--- src/rtl/fetch_pkg.sv ---
// fetch_pkg: shared defaults and FSM state type for the fetch front end
package fetch_pkg;
  localparam int DEF_INSTR_BYTES = 2;
  localparam logic [15:0] DEF_RESET_PC = 16'h0000;
  localparam logic [3:0] DEF_HALT_OPCODE = 4'hF;
  typedef enum logic {RUN, HALTED} state_t;
endpackage

--- src/rtl/fetch_fifo.sv ---
// fetch_fifo: prefetch queue with flop storage, wrap-bit pointers and synchronous clear
module fetch_fifo #(
  parameter int WIDTH = 32,
  parameter int DEPTH = 4
) (
  input  logic                   clk,
  input  logic                   rst_n,
  input  logic                   clear,
  input  logic                   push,
  input  logic                   pop,
  input  logic [WIDTH-1:0]       din,
  output logic [WIDTH-1:0]       head,
  output logic [$clog2(DEPTH):0] count
);
  localparam int AW = $clog2(DEPTH);
  localparam logic [AW:0] ONE = (AW+1)'(1);
  logic [WIDTH-1:0] mem [DEPTH];
  logic [AW:0] wr_ptr, rd_ptr;
  always_ff @(posedge clk or negedge rst_n) begin
    if (!rst_n) begin
      wr_ptr <= '0;
      rd_ptr <= '0;
      for (int i = 0; i < DEPTH; i++) mem[i] <= '0;
    end else if (clear) begin
      wr_ptr <= '0;
      rd_ptr <= '0;
    end else begin
      if (push) mem[wr_ptr[AW-1:0]] <= din;
      if (push) wr_ptr <= wr_ptr + ONE;
      if (pop) rd_ptr <= rd_ptr + ONE;
    end
  end
  assign head = mem[rd_ptr[AW-1:0]];
  assign count = wr_ptr - rd_ptr;
endmodule

--- src/rtl/fetch_unit.sv ---
// fetch_unit: pipelined instruction fetch with prefetch FIFO, redirect flush and halt
module fetch_unit
  import fetch_pkg::*;
#(
  parameter int DATA_W = 16,
  parameter int ADDR_W = 16,
  parameter int DEPTH = 4,
  parameter int INSTR_BYTES = DEF_INSTR_BYTES,
  parameter logic [ADDR_W-1:0] RESET_PC = ADDR_W'(DEF_RESET_PC),
  parameter logic [3:0] HALT_OPCODE = DEF_HALT_OPCODE
) (
  input  logic              clk,
  input  logic              rst_n,
  output logic              imem_req,
  output logic [ADDR_W-1:0] imem_addr,
  input  logic              imem_gnt,
  input  logic              imem_rvalid,
  input  logic [DATA_W-1:0] imem_rdata,
  input  logic              redirect_valid,
  input  logic [ADDR_W-1:0] redirect_pc,
  output logic              out_valid,
  input  logic              out_ready,
  output logic [DATA_W-1:0] out_instr,
  output logic [ADDR_W-1:0] out_pc_next,
  output logic              halted
);
  localparam int CW = $clog2(DEPTH) + 1;
  localparam logic [ADDR_W-1:0] INC = ADDR_W'(INSTR_BYTES);
  state_t state, state_nx;
  logic [ADDR_W-1:0] fetch_pc, resp_pc;
  logic [CW-1:0] outstanding, drop_cnt, fifo_count, out_nx;
  logic [CW:0] occupancy;
  logic [DATA_W+ADDR_W-1:0] head;
  logic gnt, pop, accept, hlt;
  assign pop = out_valid & out_ready;
  assign occupancy = {1'b0, outstanding} + {1'b0, fifo_count} - {{CW{1'b0}}, pop};
  assign imem_req = rst_n & (state == RUN) & ~redirect_valid & (occupancy < (CW+1)'(DEPTH));
  assign imem_addr = fetch_pc;
  assign gnt = imem_req & imem_gnt;
  assign out_nx = outstanding + {{(CW-1){1'b0}}, gnt} - {{(CW-1){1'b0}}, imem_rvalid};
  assign accept = imem_rvalid & (drop_cnt == '0) & ~redirect_valid;
  assign hlt = accept & (imem_rdata[DATA_W-1 -: 4] == HALT_OPCODE);
  assign out_valid = fifo_count != '0;
  assign {out_instr, out_pc_next} = head;
  assign halted = state == HALTED;
  always_comb state_nx = redirect_valid ? RUN : hlt ? HALTED : state;
  always_ff @(posedge clk or negedge rst_n) begin
    if (!rst_n) state <= RUN;
    else state <= state_nx;
  end
  always_ff @(posedge clk or negedge rst_n) begin
    if (!rst_n) begin
      fetch_pc <= RESET_PC;
      resp_pc <= RESET_PC;
      outstanding <= '0;
      drop_cnt <= '0;
    end else begin
      outstanding <= out_nx;
      fetch_pc <= redirect_valid ? redirect_pc : gnt ? fetch_pc + INC : fetch_pc;
      resp_pc <= redirect_valid ? redirect_pc : accept ? resp_pc + INC : resp_pc;
      drop_cnt <= (redirect_valid | hlt) ? out_nx :
                  (imem_rvalid && drop_cnt != '0) ? drop_cnt - CW'(1) : drop_cnt;
    end
  end
  fetch_fifo #(.WIDTH(DATA_W + ADDR_W), .DEPTH(DEPTH)) u_fifo (
    .clk(clk),
    .rst_n(rst_n),
    .clear(redirect_valid),
    .push(accept),
    .pop(pop & ~redirect_valid),
    .din({imem_rdata, resp_pc + INC}),
    .head(head),
    .count(fifo_count)
  );
endmodule
--- config.mk ---
export PLATFORM = sky130hd
export DESIGN_NAME = fetch_unit
export DESIGN_NICKNAME = d
export VERILOG_FILES = /design/src/rtl/fetch_pkg.sv /design/src/rtl/fetch_fifo.sv /design/src/rtl/fetch_unit.sv
export SDC_FILE = /design/constraint.sdc
export NUM_CORES = 1
export LEC_CHECK = 0
export ABC_CLOCK_PERIOD_IN_PS = 4500
export CORE_ASPECT_RATIO = 0.6
export CORE_MARGIN = 2
export CORE_UTILIZATION = 59
export CTS_BUF_LIST = sky130_fd_sc_hd__clkbuf_8
export DETAILED_ROUTE_END_ITERATION = 10
export PLACE_DENSITY = 0.94
export SYNTH_ARGS = -nofsm -noshare
export SYNTH_HDL_FRONTEND = slang
export SYNTH_SLANG_ARGS = --single-unit
--- constraint.sdc ---
create_clock -name clk -period 4.5 [get_ports clk]
set_input_delay 1.35 -clock clk [delete_from_list [all_inputs] [get_ports clk]]
set_output_delay 1.35 -clock clk [all_outputs]
set_load 0.01 [all_outputs]
==> results.md <==
- The run finished with clean final reports.
- Headroom to the max-slew limit came out at 38.5%.
- By area the synthesized netlist is led by sky130_fd_sc_hd__dfrtp_1, sky130_fd_sc_hd__mux2_2, sky130_fd_sc_hd__mux4_2.
- The floorplan step set the die height to 96.1 µm.
- For this run, the post-layout net count is 827.
- The setup violation total in the final timing report is 0.
- The layout-stage area growth over the synthesis result is 18.1%.
- In the synthesized netlist, the number of instances is 679.
- The number of H-tree levels is 4.
- 89 I/O pins were placed.
- The count of max-cap constraint violations is 0.
- The sequential area share after synthesis is 51.9%.
- OpenSTA, run right after detailed placement, puts the worst setup slack at -537 ps.
- Each instance of the synthesized netlist takes up on average 12.3 µm².
- The initial utilization of the core area, before any placement, comes to 60.7%.
- The via count of the first global-routing pass was 6,040.
- The synthesized netlist occupies a cell area of 8340 µm².
- The minimum clock period after layout is 4420 ps.
- The largest net degree at the start of global routing is 175.
- At the end of the flow the core is filled with cells to 71.6%.
- The vias after detailed routing is 5,855.
- The number of DRC violations after detailed-routing iteration 0 is 463.
- The class of the tightest hold or removal check is reg -> reg.
- The count of input and output buffers is 88.
- The number of antenna diodes in the final layout is 0.
- The slew of the pin with the lowest slew margin is 923 ps.
- The count of different cell masters after synthesis is 40.
- The static leakage is 4.37 nW.
- The post-CTS clock slew at the launch and capture registers of the worst setup and hold paths is 100 ps.
- Along the worst hold path, the cell count comes to 2.
- STA puts the critical path data required time at 3150 ps.
- The category of the worst setup path launch point is a register.
- The number of clock buffers inserted by TritonCTS is 17.
- The cell type with the highest aggregate area in the netlist is sky130_fd_sc_hd__dfrtp_1.
- The total routing resource utilization after global routing is 27.1%.
- The floorplan step defined a die boundary enclosing 15,100 µm².
- The aggregate negative setup slack is 0 ps.
- The endpoint class of the critical path is an output pin.
- The floorplan has 33 rows.
- The buffer type at the clock tree root is sky130_fd_sc_hd__clkbuf_8.
- The final worst setup slack is 84.2 ps.
- The final weighted congestion in routability-driven placement is 0.872.
- Of all nets on the critical path, the largest fanout is 2.
- The placeable core area is 13,700 µm².
- The critical path in this run is classified as reg -> out.
- Dividing the detail-routed wire length by the instance count gives 19.5 µm.
- The number of nets handed over by synthesis was 736.
- The final clock period utilization by the worst path is 98.1%.
- The total power density per cell area is 504 nW/µm².
- The number of antenna violations at the first check in global routing is 0.
- The worst setup skew after layout is 10.8 ps.
- The ratio of cells with drive above 1 in the final layout is 24.1%.
- After detailed routing, the number of remaining DRC violations is 0.
- The count of nets left with antenna violations once routing finished came out at 0.
- The worst endpoint data arrival time is 3070 ps.
- The post-DP HPWL is 12,700 µm.
- The register-to-register setup slack is 480 ps.
- The worst-skew pair later-pin latency is 470 ps.
- For this run, the leading register cell type out of synthesis is sky130_fd_sc_hd__dfrtp_1.
- Yosys mapped a number of flops with a built-in enable equal to 0.
- The number of cells on the worst reg-to-reg path is 18.
- Setup repair after global routing could not meet its margin everywhere.
- TritonCTS built the clock tree.
- The number of vias per cell after detailed routing is 6.01.
- The maximum number of buffers from clock root to sink is 2.
- The share of flip-flops with an asynchronous set or reset is 100%.
- The layout filler cell count is 849.
- The Yosys step of the flow raised 0 warnings.
- In the layout the commonest cells are sky130_fd_sc_hd__dfrtp_1, sky130_fd_sc_hd__nand2_1, sky130_fd_sc_hd__clkdlybuf4s50_1.
- Measured along the x axis, the die boundary spans 158 µm.
- The maximum ir drop on the vdd rail is 411 µV.
- The hold violation count in the final report is 0.
- The global-route wire length before repair is 30,700 µm.
- The final number of max-transition violations is 0.
- The total of flip-flops plus latches after synthesis is 173.
- Summed over all layers, the routed wires come to 19,000 µm.
- The library cell used most frequently in the layout, excluding fill and tap cells, is sky130_fd_sc_hd__dfrtp_1.
- After global routing the overflow that remains totals 0.
- CTS saw 173 sinks.
- The first detailed-routing pass ran for 5 iterations.
- After synthesis, the largest area contributor takes up 51.9% of total cell area.
- The maximum clock frequency is 0.226 GHz.
==> sequential cells by signal (all words and copies together), names as in the netlist <==
register and cells:
drop_cnt 3, halted 1, imem_addr 16, outstanding 3, resp_pc 16, u_fifo.mem 128, u_fifo.rd_ptr 3, u_fifo.wr_ptr 3
==> metal layers <==
metal / up-vias / GRT usage (%) / wire (µm)
li1: 2576 / - / -
met3: 35 / 6.26 / 1480
met1: 2986 / 36.6 / 8210
met4: 0 / 7.65 / 299
met2: 258 / 44.8 / 9030
met5: - / 0 / 0
==> cell families (layout without fill, tap and decap cells) <==
group,after synthesis,after routing,share of synthesized area (%)
XOR/XNOR,50,50,5.41
AO/OA/AOI/OAI,91,91,6.43
buffers and inverters,55,159,2.86
flip-flops,173,173,51.9
AND/OR/NAND/NOR,165,165,9.03
multiplexers,126,126,21.3
adder cells (fa/ha/maj),19,19,3.03
==> Yosys cell counts (3+ instances only) <==
master	number
sky130_fd_sc_hd__xnor2_1	28
sky130_fd_sc_hd__mux2_2	84
sky130_fd_sc_hd__xor2_1	21
sky130_fd_sc_hd__o21ai_1	33
sky130_fd_sc_hd__nand3_1	13
sky130_fd_sc_hd__and2_1	3
sky130_fd_sc_hd__mux4_2	32
sky130_fd_sc_hd__and3_1	5
sky130_fd_sc_hd__ha_1	17
sky130_fd_sc_hd__a21oi_1	11
sky130_fd_sc_hd__o2111ai_1	7
sky130_fd_sc_hd__dfrtp_1	173
sky130_fd_sc_hd__clkbuf_1	22
sky130_fd_sc_hd__o21ai_0	32
sky130_fd_sc_hd__nand2_1	91
sky130_fd_sc_hd__nand4_1	7
sky130_fd_sc_hd__mux2_1	10
sky130_fd_sc_hd__nor3_1	5
sky130_fd_sc_hd__inv_1	16
sky130_fd_sc_hd__nor2_1	29
sky130_fd_sc_hd__buf_2	14
==> final timing paths <==
check,start,end
setup / recovery,u_fifo.wr_ptr[0],imem_req
min in group asynchronous,rst_n,halted
setup reg to reg,u_fifo.wr_ptr[0],drop_cnt[2]
hold reg to reg,u_fifo.mem[37],u_fifo.mem[37]
max in group asynchronous,rst_n,u_fifo.mem[79]
hold / removal,u_fifo.mem[37],u_fifo.mem[37]
==> power breakdown <==
group	leakage [nW]	switching (mW)	internal (mW)
Sequential	2.28	0.179	1.79
Combinational	1.89	0.918	1.03
Clock	0.196	0.603	0.447
==> area by class of cell <==
| type | instances | area, µm² | share of cell area, % |
|---|---|---|---|
| tap | 192 | 240 | 2.44 |
| timing repair buffer | 110 | 1050 | 10.7 |
| multi-input combinational | 451 | 3790 | 38.5 |
| sequential | 173 | 4330 | 44.0 |
| inverter | 17 | 63.8 | 0.648 |
| clock buffer | 17 | 234 | 2.38 |
| clock inverter | 15 | 136 | 1.38 |
==> metrics by stage <==
step | cells | hold WS (ps) | area (µm²) | total power, mW
finish | 975 | 486 | 9850 | 4.97
global placement | 939 | 456 | 9440 | 3.75
detailed placement | 939 | 465 | 9440 | 3.87
global route | 975 | 504 | 9850 | 5.23
CTS | 972 | 484 | 9830 | 4.95
floorplan | 679 | 445 | 8340 | 3.11
==> repair_timing <==
| item | CTS | global route |
|---|---|---|
| resized for setup | 10 | 1 |
| endpoints found under the setup margin | 1 | 1 |
| pin swaps | 3 | 3 |
| hold buffers | 0 | 0 |
| setup buffers | 1 | 3 |
==> worst max-delay path, cell delays in order (launching register included) <==
cell and delay [ps]:
sky130_fd_sc_hd__dfrtp_1 370, sky130_fd_sc_hd__inv_1 70, sky130_fd_sc_hd__ha_2 180, sky130_fd_sc_hd__fa_2 330, sky130_fd_sc_hd__xnor3_1 250, sky130_fd_sc_hd__nand3_2 100, sky130_fd_sc_hd__nand2_2 90, sky130_fd_sc_hd__inv_1 50
sky130_fd_sc_hd__ha_1 160, sky130_fd_sc_hd__inv_1 60, sky130_fd_sc_hd__ha_1 220, sky130_fd_sc_hd__and3b_4 200, sky130_fd_sc_hd__o211a_4 230, sky130_fd_sc_hd__o21ai_2 110, sky130_fd_sc_hd__nor2_1 50, sky130_fd_sc_hd__buf_2 130
Power figures use the tool's default switching activity.
